## src/rtl/homo_frame_scheduler_if.sv

```systemverilog
// Stream bundle between the channel sources, the scheduler, the homomorphic
// datapath and the per-channel result sinks.
// slave  : scheduler view.
// master : surrounding system view (sources, datapath, sinks).
interface homo_frame_scheduler_if #(
  parameter int WIDTH = 32
);
  logic [WIDTH-1:0] s0_axis_data_tdata;
  logic             s0_axis_data_tvalid;
  logic             s0_axis_data_tready;
  logic [WIDTH-1:0] s1_axis_data_tdata;
  logic             s1_axis_data_tvalid;
  logic             s1_axis_data_tready;
  logic [WIDTH-1:0] m_axis_data_tdata;
  logic             m_axis_data_tvalid;
  logic             m_axis_data_tready;
  logic [WIDTH-1:0] r_axis_data_tdata;
  logic             r_axis_data_tvalid;
  logic [WIDTH-1:0] m0_axis_data_tdata;
  logic             m0_axis_data_tvalid;
  logic [WIDTH-1:0] m1_axis_data_tdata;
  logic             m1_axis_data_tvalid;

  modport slave (
    input  s0_axis_data_tdata, s0_axis_data_tvalid,
    output s0_axis_data_tready,
    input  s1_axis_data_tdata, s1_axis_data_tvalid,
    output s1_axis_data_tready,
    output m_axis_data_tdata, m_axis_data_tvalid,
    input  m_axis_data_tready,
    input  r_axis_data_tdata, r_axis_data_tvalid,
    output m0_axis_data_tdata, m0_axis_data_tvalid,
    output m1_axis_data_tdata, m1_axis_data_tvalid
  );

  modport master (
    output s0_axis_data_tdata, s0_axis_data_tvalid,
    input  s0_axis_data_tready,
    output s1_axis_data_tdata, s1_axis_data_tvalid,
    input  s1_axis_data_tready,
    input  m_axis_data_tdata, m_axis_data_tvalid,
    output m_axis_data_tready,
    output r_axis_data_tdata, r_axis_data_tvalid,
    input  m0_axis_data_tdata, m0_axis_data_tvalid,
    input  m1_axis_data_tdata, m1_axis_data_tvalid
  );
endinterface

```

## src/rtl/homo_frame_scheduler.sv

```systemverilog
// Frame-granular round-robin time-sharing of one homomorphic envelogram
// datapath between two sample channels. The input side grants whole frames
// and passes samples straight through; a small tag FIFO remembers which
// channel owns each in-flight frame so decimated results can be routed back.
module homo_frame_scheduler #(
  parameter int WIDTH     = 32,
  parameter int FRAME_LEN = 1024,
  parameter int DECIM     = 2,
  parameter int TAG_DEPTH = 4
) (
  input  logic                  aclk,
  input  logic                  areset,
  homo_frame_scheduler_if.slave bus,
  output logic                  frame_start,
  output logic                  grant_ch,
  output logic                  busy,
  output logic                  orphan_err
);
  localparam int OUT_LEN = FRAME_LEN / DECIM;
  localparam int ICW     = (FRAME_LEN > 1) ? $clog2(FRAME_LEN) : 1;
  localparam int OCW     = (OUT_LEN > 1) ? $clog2(OUT_LEN) : 1;
  localparam int AW      = $clog2(TAG_DEPTH);
  localparam logic [ICW-1:0] LAST_IN  = ICW'(FRAME_LEN - 1);
  localparam logic [OCW-1:0] LAST_OUT = OCW'(OUT_LEN - 1);
  localparam logic [AW:0]    FULL_CNT = (AW+1)'(TAG_DEPTH);

  typedef enum logic {IDLE, STREAM} state_t;

  state_t               state;
  logic                 prio;
  logic [ICW-1:0]       in_cnt;
  logic [OCW-1:0]       out_cnt;
  logic [TAG_DEPTH-1:0] tag_mem;
  logic [AW-1:0]        wr_ptr, rd_ptr;
  logic [AW:0]          tag_cnt;

  logic tag_empty, tag_full, pop, push, pick, hs;

  assign tag_empty = (tag_cnt == '0);
  assign tag_full  = (tag_cnt == FULL_CNT);
  // Last result beat of the head frame retires its tag.
  assign pop  = bus.r_axis_data_tvalid && !tag_empty && (out_cnt == LAST_OUT);
  // Priority channel wins a tie, otherwise the sole requester.
  assign pick = prio ? bus.s1_axis_data_tvalid : !bus.s0_axis_data_tvalid;
  // A slot freed by a same-cycle pop may be reused immediately.
  assign push = (state == IDLE) &&
                (bus.s0_axis_data_tvalid || bus.s1_axis_data_tvalid) &&
                (!tag_full || pop);
  assign busy = (state == STREAM);
  assign hs   = bus.m_axis_data_tvalid && bus.m_axis_data_tready;

  // Zero-latency pass-through of the granted source; everything idle otherwise.
  always_comb begin
    bus.m_axis_data_tvalid  = 1'b0;
    bus.m_axis_data_tdata   = '0;
    bus.s0_axis_data_tready = 1'b0;
    bus.s1_axis_data_tready = 1'b0;
    if (state == STREAM) begin
      if (grant_ch) begin
        bus.m_axis_data_tvalid  = bus.s1_axis_data_tvalid;
        bus.m_axis_data_tdata   = bus.s1_axis_data_tdata;
        bus.s1_axis_data_tready = bus.m_axis_data_tready;
      end else begin
        bus.m_axis_data_tvalid  = bus.s0_axis_data_tvalid;
        bus.m_axis_data_tdata   = bus.s0_axis_data_tdata;
        bus.s0_axis_data_tready = bus.m_axis_data_tready;
      end
    end
  end

  // Input-side FSM: grant a frame, count its handshakes, hand priority over.
  always_ff @(posedge aclk or posedge areset) begin
    if (areset) begin
      state       <= IDLE;
      prio        <= 1'b0;
      grant_ch    <= 1'b0;
      frame_start <= 1'b0;
      in_cnt      <= '0;
    end else begin
      frame_start <= 1'b0;
      case (state)
        IDLE: if (push) begin
          grant_ch    <= pick;
          frame_start <= 1'b1;
          in_cnt      <= '0;
          state       <= STREAM;
        end
        STREAM: if (hs) begin
          if (in_cnt == LAST_IN) begin
            prio   <= ~grant_ch;
            in_cnt <= '0;
            state  <= IDLE;
          end else begin
            in_cnt <= in_cnt + ICW'(1);
          end
        end
        default: state <= IDLE;
      endcase
    end
  end

  // Tag FIFO of channel IDs for frames granted but not yet fully returned.
  always_ff @(posedge aclk or posedge areset) begin
    if (areset) begin
      tag_mem <= '0;
      wr_ptr  <= '0;
      rd_ptr  <= '0;
      tag_cnt <= '0;
    end else begin
      if (push) begin
        tag_mem[wr_ptr] <= pick;
        wr_ptr          <= wr_ptr + AW'(1);
      end
      if (pop) rd_ptr <= rd_ptr + AW'(1);
      case ({push, pop})
        2'b10:   tag_cnt <= tag_cnt + (AW+1)'(1);
        2'b01:   tag_cnt <= tag_cnt - (AW+1)'(1);
        default: ;
      endcase
    end
  end

  // Output side: register each result beat toward the head frame's owner.
  always_ff @(posedge aclk or posedge areset) begin
    if (areset) begin
      bus.m0_axis_data_tdata  <= '0;
      bus.m0_axis_data_tvalid <= 1'b0;
      bus.m1_axis_data_tdata  <= '0;
      bus.m1_axis_data_tvalid <= 1'b0;
      out_cnt                 <= '0;
      orphan_err              <= 1'b0;
    end else begin
      bus.m0_axis_data_tvalid <= 1'b0;
      bus.m1_axis_data_tvalid <= 1'b0;
      if (bus.r_axis_data_tvalid) begin
        if (tag_empty) begin
          orphan_err <= 1'b1;
        end else begin
          if (tag_mem[rd_ptr]) begin
            bus.m1_axis_data_tdata  <= bus.r_axis_data_tdata;
            bus.m1_axis_data_tvalid <= 1'b1;
          end else begin
            bus.m0_axis_data_tdata  <= bus.r_axis_data_tdata;
            bus.m0_axis_data_tvalid <= 1'b1;
          end
          out_cnt <= (out_cnt == LAST_OUT) ? '0 : out_cnt + OCW'(1);
        end
      end
    end
  end
endmodule

```

## src/flat_wrapper.sv

```systemverilog
// flat-port wrapper written by rule: the top's interface ports become plain ports
module homo_frame_scheduler_flat 
#(
  parameter int WIDTH     = 32,
  parameter int FRAME_LEN = 1024,
  parameter int DECIM     = 2,
  parameter int TAG_DEPTH = 4
)
  (aclk, areset, frame_start, grant_ch, busy, orphan_err, bus_s0_axis_data_tdata, bus_s0_axis_data_tvalid, bus_s0_axis_data_tready, bus_s1_axis_data_tdata, bus_s1_axis_data_tvalid, bus_s1_axis_data_tready, bus_m_axis_data_tdata, bus_m_axis_data_tvalid, bus_m_axis_data_tready, bus_r_axis_data_tdata, bus_r_axis_data_tvalid, bus_m0_axis_data_tdata, bus_m0_axis_data_tvalid, bus_m1_axis_data_tdata, bus_m1_axis_data_tvalid);
  homo_frame_scheduler_if #(.WIDTH(WIDTH)) bus_i ();
  input  logic aclk;
  input  logic areset;
  output logic frame_start;
  output logic grant_ch;
  output logic busy;
  output logic orphan_err;
  input wire logic [$bits(bus_i.s0_axis_data_tdata)-1:0] bus_s0_axis_data_tdata;
  input wire logic [$bits(bus_i.s0_axis_data_tvalid)-1:0] bus_s0_axis_data_tvalid;
  output wire logic [$bits(bus_i.s0_axis_data_tready)-1:0] bus_s0_axis_data_tready;
  input wire logic [$bits(bus_i.s1_axis_data_tdata)-1:0] bus_s1_axis_data_tdata;
  input wire logic [$bits(bus_i.s1_axis_data_tvalid)-1:0] bus_s1_axis_data_tvalid;
  output wire logic [$bits(bus_i.s1_axis_data_tready)-1:0] bus_s1_axis_data_tready;
  output wire logic [$bits(bus_i.m_axis_data_tdata)-1:0] bus_m_axis_data_tdata;
  output wire logic [$bits(bus_i.m_axis_data_tvalid)-1:0] bus_m_axis_data_tvalid;
  input wire logic [$bits(bus_i.m_axis_data_tready)-1:0] bus_m_axis_data_tready;
  input wire logic [$bits(bus_i.r_axis_data_tdata)-1:0] bus_r_axis_data_tdata;
  input wire logic [$bits(bus_i.r_axis_data_tvalid)-1:0] bus_r_axis_data_tvalid;
  output wire logic [$bits(bus_i.m0_axis_data_tdata)-1:0] bus_m0_axis_data_tdata;
  output wire logic [$bits(bus_i.m0_axis_data_tvalid)-1:0] bus_m0_axis_data_tvalid;
  output wire logic [$bits(bus_i.m1_axis_data_tdata)-1:0] bus_m1_axis_data_tdata;
  output wire logic [$bits(bus_i.m1_axis_data_tvalid)-1:0] bus_m1_axis_data_tvalid;
  assign bus_i.s0_axis_data_tdata = bus_s0_axis_data_tdata;
  assign bus_i.s0_axis_data_tvalid = bus_s0_axis_data_tvalid;
  assign bus_s0_axis_data_tready = bus_i.s0_axis_data_tready;
  assign bus_i.s1_axis_data_tdata = bus_s1_axis_data_tdata;
  assign bus_i.s1_axis_data_tvalid = bus_s1_axis_data_tvalid;
  assign bus_s1_axis_data_tready = bus_i.s1_axis_data_tready;
  assign bus_m_axis_data_tdata = bus_i.m_axis_data_tdata;
  assign bus_m_axis_data_tvalid = bus_i.m_axis_data_tvalid;
  assign bus_i.m_axis_data_tready = bus_m_axis_data_tready;
  assign bus_i.r_axis_data_tdata = bus_r_axis_data_tdata;
  assign bus_i.r_axis_data_tvalid = bus_r_axis_data_tvalid;
  assign bus_m0_axis_data_tdata = bus_i.m0_axis_data_tdata;
  assign bus_m0_axis_data_tvalid = bus_i.m0_axis_data_tvalid;
  assign bus_m1_axis_data_tdata = bus_i.m1_axis_data_tdata;
  assign bus_m1_axis_data_tvalid = bus_i.m1_axis_data_tvalid;
  homo_frame_scheduler #(.WIDTH(WIDTH), .FRAME_LEN(FRAME_LEN), .DECIM(DECIM), .TAG_DEPTH(TAG_DEPTH)) u_core (.aclk(aclk), .areset(areset), .bus(bus_i), .frame_start(frame_start), .grant_ch(grant_ch), .busy(busy), .orphan_err(orphan_err));
endmodule
```

## config.mk

```make
export PLATFORM = sky130hd
export DESIGN_NAME = homo_frame_scheduler_flat
export DESIGN_NICKNAME = d
export VERILOG_FILES = /design/src/rtl/homo_frame_scheduler_if.sv /design/src/rtl/homo_frame_scheduler.sv /design/src/flat_wrapper.sv
export SDC_FILE = /design/constraint.sdc
export NUM_CORES = 1
export LEC_CHECK = 0
export CORE_MARGIN = 2
export CORE_UTILIZATION = 46
export CTS_CLUSTER_DIAMETER = 50
export DETAILED_ROUTE_END_ITERATION = 6
export PLACE_DENSITY = 0.91
export SYNTH_ARGS = -nofsm -noshare
export SYNTH_HDL_FRONTEND = slang
export SYNTH_SLANG_ARGS = --single-unit
```

## constraint.sdc

```tcl
create_clock -name aclk -period 4.9 [get_ports aclk]
set_input_delay 0.735 -clock aclk [delete_from_list [all_inputs] [get_ports aclk]]
set_output_delay 0.735 -clock aclk [all_outputs]
set_load 0.01 [all_outputs]
```

==> impl_results.md <==
- Setup Skew: 4.56 ps
- Crit path cell chain: mux2i_1 -> nor2_1 -> clkdlybuf4s50_1
- Num CTS Buffers: 9
- Vias per inst: 5.15
- Xor/xnor share of the synthesized area: 0.0148
- H-Tree Level Count: 3
- Number of flops mapped to enable cells by yosys: 0
- DIE WIDTH: 106 um
- Worst Tran Pin Value: 1080 ps
- Combinational fraction of design power: 0.481
- Net Sw Frac: 0.334
- Crit path kind: register to output port
- Die Height: 106 um
- Critical path's top delay family: flip-flops
- Gpl congestion: 0.882
- Setup Fix Bufs, Post-CTS: 0
- Synthesized-area fraction occupied by adder cells: 0.0253
- Initial Util: 0.466
- Ys async rst share: 1.00
- Clock Tree Buf Depth: 2
- Met2 WL: 6040 um
- Critical Path Sink Type: output port
- DR iter-0 viols: 155
- Area leader, netlist: dfrtp_1
- Antenna cell count: 0
- Number of port buffers: 206
- Metal1 wirelength: 5000 um
- Power Internal: 0.00262 W
- Max Freq: 317 MHz
- Mapped Area: 0.00475 sq mm
- Slowest stage cell, crit path: dfrtp_2
- Routed WL per cell: 16.6 um
- Post-CTS sizing: 0
- Power, Total: 0.00394 W
- Largest net degree at the start of global routing: 55
- DRC Markers: 0
- Mapped Cells: 391
- Clock power frac: 0.138
- Fillers: 714
- Tcrit/Tclk final: 0.643
- Skew-Pair Late Insertion Delay: 360 ps
- Routed wl met3: 950 um
- Register bit total from synthesis: 101
- Outcome: completed
- Clk root buf: clkbuf_8
- Power density cells: 556 mW/mm^2
- Top Metal Used: met4
- Seq pwr share: 0.381
- Largest family of logic cells by synthesized area: multiplexers
- Yosys cell types: 46
- TritonCTS clock tree: yes
- FF+latch area: 0.00253 sq mm
- Leak pwr: 3.07 nW
- # hold bufs at CTS: 0
- Sw power: 0.00132 W
- Io pins: 207
- Final Hold Viols: 0
- Setup Viol. Count Final: 0
- HPWL after DPL: 9200 um
- Critical Path RT: 4160 ps
- First-pass GRT wire length: 19400 um
- Setup TNS: 0 ps
- Vias in the first global route: 3924
- GRT Total Usage: 0.222
- Vias: 3778
- Clk slew on worst S/H paths: 90 ps
- Post-route ant nets: 0
- Synth Warn #: 0
- Number of max-cap violations: 0
- Multiplexer area fraction after synthesis: 0.244
- Crit path largest cell delay: 1030 ps
- Final max-slew violation count: 0
- Maximum VDD drop: 0.274 mV
- Final #Nets: 703
- Rel. slew slack: 0.280
- Initial antenna violation count: 0
- Worst path buffer plus inverter count: 1
- Post-Synth Simple-Gate Area: 0.104
- CTS Sinks: 101
- Sequential fraction of the synthesis area: 0.532
- Die area: 0.0112 sq mm
- RSZ-0062 raised after global routing: no
- Min cycle time layout: 3150 ps
- Drt pass-1 iters: 4
- Core ar.: 0.0102 sq mm
- Grt ovf: 0
- Syn Area/Cell: 12.1 sq um
- CP Max Fanout: 38
- Worst min-delay path class: register to register
- Top cell type's share of synthesized area: 0.532
- Share of layout cells above drive strength 1: 0.157
- Synth Net Count: 502
- FP Rows: 37
- Primary FF master, synth: dfrtp_1
- Synth Area in Compound Gates: 0.0474
- Synth top area cells: dfrtp_1 (53%), mux2_2 (15%), mux2i_1 (7.4%), nor2_1 (3.6%), ha_1 (2.1%)
- Multi-input gate area: 0.00206 sq mm
- CP Data Arrival Time: 2410 ps
- Hold_ws: 472 ps
- Total Wirelength: 12200 um
- Area delta synth->final: 49.2%
- Startpoint Class: register
sequential cells by signal, summed over array words and instances (netlist names), 2 cells and up:
register,count
u_core.bus.m0_axis_data_tdata,32
u_core.bus.m1_axis_data_tdata,32
u_core.in_cnt,10
u_core.out_cnt,9
u_core.rd_ptr,2
u_core.tag_cnt,3
u_core.tag_mem,4
u_core.wr_ptr,2
cell type report:
type,count,share of cell area
Clock inverter,6,0.00989
Inverter,12,0.00671
Multi-Input combinational cell,261,0.291
Tap cell,136,0.0240
Timing Repair Buffer,207,0.292
Sequential cell,101,0.357
Clock buffer,10,0.0194
cells by family after synthesis:
logic type                 Yosys count
and+or+nand+nor                    107
adders and majority gates            9
muxes                              105
buffers and inverters               29
xor gates and xnor gates             8
AOI/OAI and AO/OA                   32
DFF                                101
stage by stage:
| step | utilization | cells | setup slack [ps] | instance area, sq um |
|---|---|---|---|---|
| 2_1_floorplan | - | 391 | 1520 | 4750 |
| 3_3_place_gp | 0.676 | 717 | 1900 | 6880 |
| 3_5_place_dp | 0.676 | 717 | 1840 | 6880 |
| 4_1_cts | 0.696 | 733 | 1700 | 7090 |
| 5_1_grt | 0.696 | 733 | 1550 | 7090 |
| 6_report | 0.696 | 733 | 1750 | 7090 |
synth_stat cells (3+ instances only):
library cell and instances:
dfrtp_1 101, mux2_2 64, nor2_1 46, mux2i_1 35, nand2_1 22, inv_1 11, nand3_1 9, o21ai_0 9
and3_1 8, ha_1 8, nor3_1 6, xnor2_1 5, a21o_1 4, a21oi_1 4, buf_4 4, buf_6 4
clkbuf_1 4, buf_1 3, mux2_1 3, nand2_2 3, nor2b_1 3, xor2_1 3
metal layers:
metal	GRT usage	vias to the layer above
met5	0	-
met4	0.0733	0
met3	0.0643	13
met2	0.387	175
met1	0.264	1817
li1	-	1773
power groups by stage:
stage               registers (W)  logic, W  clock network, W
finish                    0.00150   0.00190          0.000542
global route              0.00155   0.00203          0.000592
CTS                       0.00150   0.00192          0.000557
detailed placement        0.00152   0.00191                 0
global placement          0.00148   0.00185                 0
floorplan                 0.00154  0.000858                 0
final timing paths:
kind                                    from                                end  slack [ps]  cells after the start
min in group asynchronous             areset  u_core.bus.m1_axis_data_tdata[18]         850                      2
hold reg to reg            u_core.orphan_err                  u_core.orphan_err         470                      1
setup / recovery             u_core.grant_ch             bus_m_axis_data_tvalid        1750                      3
setup reg to reg           u_core.out_cnt[0]                  u_core.tag_cnt[2]        1990                     13
max in group asynchronous             areset  u_core.bus.m0_axis_data_tdata[11]        2940                      3
hold / removal             u_core.orphan_err                  u_core.orphan_err         470                      1
placed cells by master, fill, tap and decap left out, drive strengths merged, types with 2 or more instances in the layout:
cell | netlist | final
a21oi | 4 | 4
mux2 | 69 | 69
clkinv | 1 | 3
nor2 | 48 | 48
xnor2 | 5 | 5
a22o | 2 | 2
a21o | 4 | 4
inv | 11 | 12
xor2 | 3 | 3
nand2 | 25 | 25
clkinvlp | 0 | 2
clkbuf | 4 | 10
and3 | 8 | 8
mux2i | 35 | 35
nand4 | 2 | 2
nor2b | 3 | 3
ha | 8 | 8
a31oi | 2 | 2
a211o | 2 | 2
and4 | 2 | 2
o21ai | 9 | 9
dfrtp | 101 | 101
o31ai | 2 | 2
nor3 | 6 | 6
o22ai | 2 | 2
nand3 | 9 | 9
clkdlybuf4s50 | 0 | 206
Power figures use the tool's default switching activity.
